## config.mk

```make
export PLATFORM = sky130hd
export DESIGN_NAME = inst_fetch_axi
export DESIGN_NICKNAME = d
export VERILOG_FILES = /design/src/rtl/fetch_pkg.sv /design/src/rtl/inst_fifo.sv /design/src/rtl/inst_fetch_axi.sv
export SDC_FILE = /design/constraint.sdc
export NUM_CORES = 1
export LEC_CHECK = 0
export ABC_CLOCK_PERIOD_IN_PS = 6600
export BUFFER_PORTS_ARGS = -buffer_cell sky130_fd_sc_hd__clkbuf_2
export CORE_UTILIZATION = 54
export DETAILED_ROUTE_END_ITERATION = 12
export PLACE_DENSITY = 0.87
export SYNTH_ARGS = -nofsm -noshare
export SYNTH_HDL_FRONTEND = slang
export SYNTH_HIERARCHICAL = 1
export SYNTH_SLANG_ARGS = --single-unit
```

## constraint.sdc

```tcl
create_clock -name clk -period 6.6 [get_ports clk]
set_input_delay 0.99 -clock clk [delete_from_list [all_inputs] [get_ports clk]]
set_output_delay 0.99 -clock clk [all_outputs]
set_load 0.05 [all_outputs]
```

## src/rtl/fetch_pkg.sv

```systemverilog
// Shared types and AXI constants for the instruction fetch stage and its buffer.
package fetch_pkg;

    typedef enum logic [1:0] {
        IDLE,
        ADDR,
        DATA,
        DRAIN
    } fetch_state_t;

    localparam logic [1:0] AXI_BURST_INCR = 2'b01;
    localparam logic [2:0] AXI_SIZE_4B    = 3'b010;

    typedef struct packed {
        logic [31:0] pc;
        logic [31:0] inst;
        logic        err;
    } fetch_entry_t;

    localparam int ENTRY_W = $bits(fetch_entry_t);

    // AXI size encoding is log2 of the bytes per beat.
    function automatic logic [2:0] axi_size_for(input int data_w);
        return 3'($clog2(data_w / 8));
    endfunction

endpackage

```

## src/rtl/inst_fifo.sv

```systemverilog
// Instruction buffer: one push port, two read ports (head, head+1), pop of 0/1/2 entries,
// synchronous clear for redirects.
module inst_fifo
    import fetch_pkg::*;
#(
    parameter int DEPTH = 8
) (
    input  logic                       clk,
    input  logic                       rst,
    input  logic                       clear,
    input  logic                       push,
    input  logic [ENTRY_W-1:0]         push_data,
    input  logic [1:0]                 pop_cnt,
    output logic [ENTRY_W-1:0]         head0,
    output logic [ENTRY_W-1:0]         head1,
    output logic [$clog2(DEPTH):0]     count
);

    localparam int PTR_W = $clog2(DEPTH);
    localparam int CNT_W = PTR_W + 1;

    logic [ENTRY_W-1:0] mem [DEPTH];
    logic [PTR_W-1:0]   wr_ptr;
    logic [PTR_W-1:0]   rd_ptr;
    logic [PTR_W-1:0]   rd_ptr_next;

    assign rd_ptr_next = rd_ptr + PTR_W'(1);
    assign head0       = mem[rd_ptr];
    assign head1       = mem[rd_ptr_next];

    // NOTE: sequential state uses non-blocking assignments so every flop samples pre-edge values.
    always_ff @(posedge clk) begin
        if (rst || clear) begin
            wr_ptr <= '0;
            rd_ptr <= '0;
            count  <= '0;
        end else begin
            if (push) begin
                wr_ptr <= wr_ptr + PTR_W'(1);
            end
            rd_ptr <= rd_ptr + PTR_W'(pop_cnt);
            count  <= count + CNT_W'(push) - CNT_W'(pop_cnt);
        end
    end

    // NOTE: storage is not reset; validity comes only from count, so the array stays plain RAM.
    always_ff @(posedge clk) begin
        if (push) begin
            mem[wr_ptr] <= push_data;
        end
    end

endmodule

```

## src/rtl/inst_fetch_axi.sv

```systemverilog
// AXI4 read-master instruction fetch: one INCR burst at a time into a dual-read FIFO,
// with redirect flush and a fetch_done strobe back to the PC control block.
module inst_fetch_axi
    import fetch_pkg::*;
#(
    parameter int ADDR_W     = 32,
    parameter int DATA_W     = 32,
    parameter int BURST_LEN  = 4,
    parameter int FIFO_DEPTH = 8
) (
    input  logic              clk,
    input  logic              rst,
    input  logic [ADDR_W-1:0] pc_addr,
    input  logic              redirect,
    output logic              fetch_done,
    output logic              m_arvalid,
    input  logic              m_arready,
    output logic [ADDR_W-1:0] m_araddr,
    output logic [7:0]        m_arlen,
    output logic [2:0]        m_arsize,
    output logic [1:0]        m_arburst,
    input  logic              m_rvalid,
    output logic              m_rready,
    input  logic [DATA_W-1:0] m_rdata,
    input  logic [1:0]        m_rresp,
    input  logic              m_rlast,
    output logic              dec_valid0,
    output logic              dec_valid1,
    output logic [31:0]       dec_inst0,
    output logic [31:0]       dec_inst1,
    output logic [ADDR_W-1:0] dec_pc0,
    output logic [ADDR_W-1:0] dec_pc1,
    output logic              dec_err0,
    output logic              dec_err1,
    input  logic              dec_ready
);

    localparam int CNT_W = $clog2(FIFO_DEPTH) + 1;

    fetch_state_t      state;
    logic              redir_seen;
    logic [ADDR_W-1:0] beat_pc;
    logic [ADDR_W-1:0] aligned_pc;
    logic [CNT_W-1:0]  count;
    logic [CNT_W-1:0]  free;
    logic              issue_ok;
    logic              beat_fire;
    logic              push;
    logic [1:0]        pop_cnt;
    fetch_entry_t      push_entry;
    fetch_entry_t      head0;
    fetch_entry_t      head1;
    logic              unused_pc_low;

    assign m_arlen   = 8'(BURST_LEN - 1);
    assign m_arsize  = axi_size_for(DATA_W);
    assign m_arburst = AXI_BURST_INCR;

    assign aligned_pc    = {pc_addr[ADDR_W-1:2], 2'b00};
    assign unused_pc_low = &{1'b0, pc_addr[1:0]};

    // Room for a whole burst is reserved before issue, so pushes can never overflow.
    assign free     = CNT_W'(FIFO_DEPTH) - count;
    assign issue_ok = free >= CNT_W'(BURST_LEN);

    assign beat_fire = m_rvalid && m_rready;
    assign push      = (state == DATA) && beat_fire && !redirect;

    assign push_entry.pc   = 32'(beat_pc);
    assign push_entry.inst = 32'(m_rdata);
    assign push_entry.err  = (m_rresp != 2'b00);

    assign dec_valid0 = count >= CNT_W'(1);
    assign dec_valid1 = count >= CNT_W'(2);
    assign pop_cnt    = dec_ready ? {dec_valid1, dec_valid0 & ~dec_valid1} : 2'b00;

    assign dec_inst0 = head0.inst;
    assign dec_inst1 = head1.inst;
    assign dec_pc0   = ADDR_W'(head0.pc);
    assign dec_pc1   = ADDR_W'(head1.pc);
    assign dec_err0  = head0.err;
    assign dec_err1  = head1.err;

    inst_fifo #(
        .DEPTH(FIFO_DEPTH)
    ) u_fifo (
        .clk      (clk),
        .rst      (rst),
        .clear    (redirect),
        .push     (push),
        .push_data(push_entry),
        .pop_cnt  (pop_cnt),
        .head0    (head0),
        .head1    (head1),
        .count    (count)
    );

    always_ff @(posedge clk) begin
        if (rst) begin
            state      <= IDLE;
            m_arvalid  <= 1'b0;
            m_araddr   <= '0;
            m_rready   <= 1'b0;
            fetch_done <= 1'b0;
            beat_pc    <= '0;
            redir_seen <= 1'b0;
        end else begin
            fetch_done <= 1'b0;
            case (state)
                IDLE: begin
                    if (!redirect && issue_ok) begin
                        m_araddr   <= aligned_pc;
                        beat_pc    <= aligned_pc;
                        m_arvalid  <= 1'b1;
                        redir_seen <= 1'b0;
                        state      <= ADDR;
                    end
                end
                ADDR: begin
                    // The AR request is never withdrawn; a redirect only turns the burst into a drain.
                    if (redirect) begin
                        redir_seen <= 1'b1;
                    end
                    if (m_arready) begin
                        m_arvalid <= 1'b0;
                        m_rready  <= 1'b1;
                        state     <= (redir_seen || redirect) ? DRAIN : DATA;
                    end
                end
                DATA: begin
                    if (beat_fire) begin
                        beat_pc <= beat_pc + ADDR_W'(4);
                        if (m_rlast) begin
                            m_rready   <= 1'b0;
                            fetch_done <= !redirect;
                            state      <= IDLE;
                        end else if (redirect) begin
                            state <= DRAIN;
                        end
                    end else if (redirect) begin
                        state <= DRAIN;
                    end
                end
                DRAIN: begin
                    if (beat_fire && m_rlast) begin
                        m_rready <= 1'b0;
                        state    <= IDLE;
                    end
                end
                default: begin
                    state <= IDLE;
                end
            endcase
        end
    end

endmodule

```

==> results by group, run 1 <==
Pwr
  – Clock share of power: 36.0%
  – Lkg Pwr: 10.0 nW
  – Power density over the cells: 289 nW/um^2
  – Overall power: 9.02 mW
  – Sw Ratio: 26.6%
  – Comb pwr share: 11.8%
  – Cell internal pwr: 6.62 mW
  – P_sw: 2.40 mW
  – Peak VDD IR: 0.000259 V
  – Seq pwr share: 52.2%

CTS
  – Post-CTS repair timing setup buffer count: 0
  – CTS Buffer Depth: 3
  – Clk Latency, worst-skew pair: 0.61 ns
  – Clock transition at path regs: 0.06 ns
  – Hold Buf Count CTS: 0
  – CTS resizes: 0
  – Clock Root Buffer: clkbuf_16
  – CTS tree: yes
  – H-tree depth: 2
  – Clock sink total: 596
  – CTS buffer count: 58

Route
  – Vias/cell: 6.36
  – Detailed Route WL: 62.1 mm
  – Mean routed wirelength per cell: 25.2 um
  – First-pass iteration count of the detailed router: 5
  – Final antenna-violating net count: 0
  – Iteration-0 DRC Markers: 1,369
  – Via count: 15,700
  – Post-route DRC: 0

Die
  – Core area: 50,300 um^2
  – Row cnt: 82
  – Die area: 51,900 um^2
  – Die W: 228 um
  – Die height: 228 um
  – IO Count: 253
  – Starting Density: 54.8%

Synthesis
  – Yosys top cell by area: edfxtp_1
  – Post-synthesis sequential area ratio: 62.2%
  – Post-synth EDFFs: 520
  – Synth Flop Type: edfxtp_1
  – Synth warnings: 6
  – Async SR Flop Fraction: 0%
  – Post-Synthesis Cells: 1,515
  – Post-synthesis register bit count: 596
  – Syn avg cell area: 18.2 um^2
  – Top cell type's share of synthesized area: 56.7%
  – Synth Cell Area: 27,600 um^2
  – Synth top area cells: edfxtp_1, mux4_2, dfxtp_1
  – Netlist cell types: 65

Timing
  – Setup ws final: 1.80 ns
  – Final Hold Fails: 0
  – Rel. slew slack: 17.7%
  – Fmax: 0.208 GHz
  – Post-route setup TNS: 0 ns
  – RSZ-0062 raised after global routing: no
  – Final setup vio count: 0
  – Fin crit share: 72.7%
  – Setup Skew: 0.0113 ns
  – Worst Tran Pin Value: 1.23 ns
  – Crit path time final: 4.80 ns
  – Slew Viols, Final: 0

GRT
  – Largest net degree at the start of global routing: 161
  – Grt total ovfl: 0
  – Vias in the first global route: 16,100
  – Initial antenna violation count: 0
  – Total GRT Usage: 24.0%
  – First-pass GRT wire length: 95.0 mm

Setup path
  – Reg2Reg Depth: 8
  – WP data required: 5.61 ns
  – Worst reg-to-reg setup slack: 2.55 ns
  – Nature of the critical path startpoint: flop
  – Worst R2R End: u_fifo/mem[1][25]
  – Worst Path Class, Setup: flop to output pin
  – Crit end category: output pin
  – Crit Path Max Fanout: 42
  – Worst R2R Start: state[0]
  – Worst EP arrival: 3.81 ns

Layout
  – Fillers: 3,466
  – Nets@finish: 1,836
  – Share of layout cells above drive strength 1: 42.8%
  – Commonest cells after routing, fill and taps aside: edfxtp_1, mux4_2, clkbuf_2
  – Most common cell after layout, fill and taps aside: edfxtp_1
  – Final instance count without filler cells: 2,468
  – Layout area overhead: 13.2%

Placed design
  – Final GP Congestion: 0.847
  – Place WS: 2.34 ns
  – Post-DP HPWL: 37.4 mm
  – Post-Place Cells: 2,360
  – Number of port buffers: 235

Hold path
  – Worst Hold Path EP: m_araddr[3]
  – Hold Startpoint: m_araddr[3]
  – Hold depth: 2
  – Hold/Removal Path Class: flop to flop

Run status
  – Outcome: completed

Flow run
  – Number of max-cap violations: 0
sequential cells by signal (all words and copies together) (netlist names):
| signal | cells |
|---|---|
| u_fifo/mem | 520 |
| beat_pc | 30 |
| m_araddr | 30 |
| u_fifo/count | 4 |
| u_fifo/rd_ptr | 3 |
| u_fifo/wr_ptr | 3 |
| state | 2 |
| fetch_done | 1 |
| m_arvalid | 1 |
| m_rready | 1 |
| redir_seen | 1 |
worst max path at each step:
stage / from / endpoint / slack [ns]
3_5_place_dp: u_fifo/rd_ptr[1] / dec_inst0[17] / 2.34
6_report: u_fifo/rd_ptr[1] / dec_inst0[21] / 1.80
3_3_place_gp: u_fifo/rd_ptr[1] / dec_inst0[19] / 2.37
4_1_cts: u_fifo/rd_ptr[1] / dec_inst0[21] / 1.65
2_1_floorplan: m_rvalid / u_fifo/mem[7][0] / 1.58
5_1_grt: u_fifo/rd_ptr[1] / dec_inst0[13] / 1.51
area by class of cell:
class	count	area, um^2	area share [%]
Sequential cell	596	17100	55.0
Multi-Input combinational cell	809	9840	31.5
Clock buffer	71	1500	4.81
Timing Repair Buffer	264	1430	4.59
Tap cell	672	841	2.70
Clock inverter	35	358	1.15
Inverter	19	71.3	0.229
Antenna cell	2	5.00	0.0160
worst max-delay path: stages, from the launching register on:
cell      delay [ns]
dfxtp_4         0.58
buf_4           0.62
buf_4           0.77
mux4_2          0.62
mux2_2          0.30
clkbuf_2        0.24
synthesized netlist by cell type (5+ instances only):
cell      number
buf_6         20
o21ai_0       21
nor2b_1       10
inv_1         18
nor3_1        17
mux4_2       260
and3_1         5
nor2_1        35
a31oi_1        5
ha_1          13
a211oi_1       9
nand2_1       97
buf_4         18
nand3_1       11
a21oi_1       59
buf_1          7
o21a_1         6
edfxtp_1     520
dfxtp_1       76
clkbuf_1      38
or3_1          6
o32ai_1        7
or2_2          5
buf_2         37
and2_1         6
mux2_2       131
cell families after synthesis:
logic type	share of synthesized area [%]
AOI/OAI and AO/OA	3.50
xor gates and xnor gates	0.191
adders and majority gates	0.736
buffers and inverters	2.85
DFF	62.2
muxes	26.8
other	0.0273
and+or+nand+nor	3.74
power groups by stage:
| stage | logic (mW) | clock network [mW] | registers (mW) |
|---|---|---|---|
| after detailed placement | 1.05 | 0 | 4.78 |
| after global placement | 1.02 | 0 | 4.75 |
| after global routing | 1.15 | 3.43 | 4.74 |
| after CTS | 1.06 | 3.30 | 4.70 |
| after floorplan | 0.729 | 0 | 4.78 |
| final | 1.06 | 3.25 | 4.71 |
metal layers:
metal	GRT usage (%)	vias to the layer above	wire [um]
met5	0	-	0
met4	6.71	0	1520
met3	3.81	121	4420
met2	41.5	718	32200
met1	31.6	8174	24000
li1	-	6680	-
stage by stage:
| stage | cell area (um^2) | hold WS (ns) | util, % |
|---|---|---|---|
| global placement | 29300 | 0.444 | 58.3 |
| global route | 31200 | 0.483 | 62.0 |
| CTS | 31200 | 0.459 | 62.0 |
| floorplan | 27700 | 0.465 | - |
| detailed placement | 29300 | 0.450 | 58.3 |
| finish | 31200 | 0.459 | 62.1 |
Power figures use the tool's default switching activity.
==> run 2: changes to the inputs <==
--- a/config.mk
+++ b/config.mk
@@ -5,11 +5,11 @@
 export SDC_FILE = /design/constraint.sdc
 export NUM_CORES = 1
 export LEC_CHECK = 0
-export ABC_CLOCK_PERIOD_IN_PS = 6600
+export ABC_CLOCK_PERIOD_IN_PS = 4550
 export BUFFER_PORTS_ARGS = -buffer_cell sky130_fd_sc_hd__clkbuf_2
-export CORE_UTILIZATION = 54
+export CORE_UTILIZATION = 60
 export DETAILED_ROUTE_END_ITERATION = 12
-export PLACE_DENSITY = 0.87
+export PLACE_DENSITY = 0.91
 export SYNTH_ARGS = -nofsm -noshare
 export SYNTH_HDL_FRONTEND = slang
 export SYNTH_HIERARCHICAL = 1
==> constraint.sdc (replaced) <==
create_clock -name clk -period 4.55 [get_ports clk]
set_input_delay 0.6825 -clock clk [delete_from_list [all_inputs] [get_ports clk]]
set_output_delay 0.6825 -clock clk [all_outputs]
set_load 0.05 [all_outputs]
==> run 2 against run 1 <==
Compared with the run above: clock skew grew 0.0072 ns; sequential share of layout area is essentially flat; core utilization increased by 6.7 points; die area is 9.9% lower; total power rose by 44%; sequential cell count unchanged.
==> results by group, run 2 (synthesis gave the netlist of run 1 again) <==
CTS
  – Clock sink total: 596
  – Clk Latency, worst-skew pair: 0.62 ns
  – CTS Buffer Depth: 3
  – Clock transition at path regs: 0.06 ns
  – CTS resizes: 0
  – Hold Buf Count CTS: 0
  – H-tree depth: 2
  – Clock Root Buffer: clkbuf_16
  – CTS buffer count: 58
  – Post-CTS repair timing setup buffer count: 0
  – CTS tree: yes

Timing
  – Worst Tran Pin Value: 1.23 ns
  – RSZ-0062 raised after global routing: no
  – Final Hold Fails: 0
  – Post-route setup TNS: 0 ns
  – Crit path time final: 3.95 ns
  – Slew Viols, Final: 0
  – Fin crit share: 86.7%
  – Setup Skew: 0.0185 ns
  – Fmax: 0.253 GHz
  – Final setup vio count: 0
  – Hold WS: 0.314 ns
  – Rel. slew slack: 18.2%

Setup path
  – Worst EP arrival: 3.26 ns
  – Nature of the critical path startpoint: flop
  – CP cell instances: ha_4 > buf_12 > mux4_2 > mux2_2 > clkbuf_2
  – WP data required: 3.87 ns
  – Slowest Stage Delay on Critical Path: 0.66 ns
  – Worst Path Class, Setup: flop to output pin
  – Buf/Inv on CP: 2
  – Crit end category: output pin
  – Crit Path Max Fanout: 54
  – Slowest CP cell: dfxtp_4
  – Cell family with most CP delay: multiplexers

GRT
  – First-pass GRT wire length: 97.4 mm
  – Largest net degree at the start of global routing: 133
  – Total GRT Usage: 27.8%
  – Initial antenna violation count: 0
  – Grt total ovfl: 0
  – Vias in the first global route: 16,600

Layout
  – Layout area overhead: 13.3%
  – Nets@finish: 1,841
  – Most common cell after layout, fill and taps aside: edfxtp_1
  – Core Util, Final: 68.8%
  – Share of layout cells above drive strength 1: 43.0%
  – Largest regs: u_fifo/mem (520), beat_pc (30), m_araddr (30)
  – Max reg flops: 520
  – Commonest cells after routing, fill and taps aside: edfxtp_1, mux4_2, clkbuf_2
  – Reg with most FFs: u_fifo/mem

Route
  – Mean routed wirelength per cell: 26.7 um
  – Via count: 15,900
  – Vias/cell: 6.60
  – First-pass iteration count of the detailed router: 5
  – Detailed Route WL: 64.1 mm
  – Final antenna-violating net count: 0
  – Post-route DRC: 0
  – Iteration-0 DRC Markers: 1,486

Hold path
  – Hold/Removal Path Class: primary input to flop

Pwr
  – Peak VDD IR: 0.000375 V
  – Lkg Pwr: 10.1 nW
  – Power density over the cells: 415 nW/um^2

Die
  – Row cnt: 78
  – IO Count: 253
  – Die area: 46,800 um^2
  – Starting Density: 60.7%
  – Die W: 216 um
  – Core area: 45,400 um^2
  – Die height: 216 um

Placed design
  – Post-DP HPWL: 39.2 mm
  – Final GP Congestion: 0.840
  – Number of port buffers: 235

Run status
  – Outcome: completed

Flow run
  – Number of max-cap violations: 0
[run 2: cell types whose count changed in the layout (fill, tap and decap cells not counted), sizes merged]
cell	delta
buf	+5
bufinv	-4
clkbuf	+6
clkinv	+2
diode	-1
inv	-2
[run 2: final timing paths]
path                                       start                 to  slack (ns)  cells past startpoint
worst max-delay path            u_fifo/rd_ptr[1]        dec_pc1[21]        0.60                      5
worst min-delay path                  pc_addr[5]        m_araddr[5]        0.31                      3
worst max register to register          state[0]  u_fifo/mem[1][58]        1.36                      8
worst min register to register       m_araddr[2]        m_araddr[2]        0.45                      2
[run 2: worst reg2reg max path: cells and delay by family, from the launching register on]
| kind | cells | cell delay (ns) |
|---|---|---|
| DFF | 1 | 0.36 |
| adders and majority gates | 1 | 0.18 |
| and+or+nand+nor | 3 | 1.47 |
| buffers and inverters | 4 | 0.85 |
[run 2: metrics by stage]
step           total power, mW  area (um^2)  cells  worst slack (ns)
5_1_grt                   13.4        31200   2401             0.457
3_3_place_gp              8.36        29400   2293              1.21
3_5_place_dp              8.46        29400   2293              1.17
2_1_floorplan             7.99        27700   1544            -0.411
4_1_cts                   13.0        31200   2401             0.518
6_report                  13.0        31200   2402             0.604
[run 2: power breakdown]
group	internal (mW)	leakage [nW]	switching, mW
Sequential	6.38	5.34	0.442
Combinational	0.499	3.82	1.05
Clock	2.60	0.895	1.99
[run 2: final cells by class]
type | instances | area (um^2)
Fill cell | 2752 | 14200
Clock inverter | 31 | 246
Inverter | 19 | 71.3
Antenna cell | 1 | 2.50
Tap cell | 600 | 751
Multi-Input combinational cell | 809 | 9840
Timing Repair Buffer | 269 | 1580
Clock buffer | 77 | 1580
Sequential cell | 596 | 17100
[run 2: routing by layer]
layer / GRT usage [%] / vias up / wire length [um]
met3: 3.90 / 129 / 4720
met4: 9.04 / 0 / 1800
met1: 35.9 / 8226 / 23900
met5: 0 / - / 0
met2: 48.6 / 807 / 33600
li1: - / 6699 / -
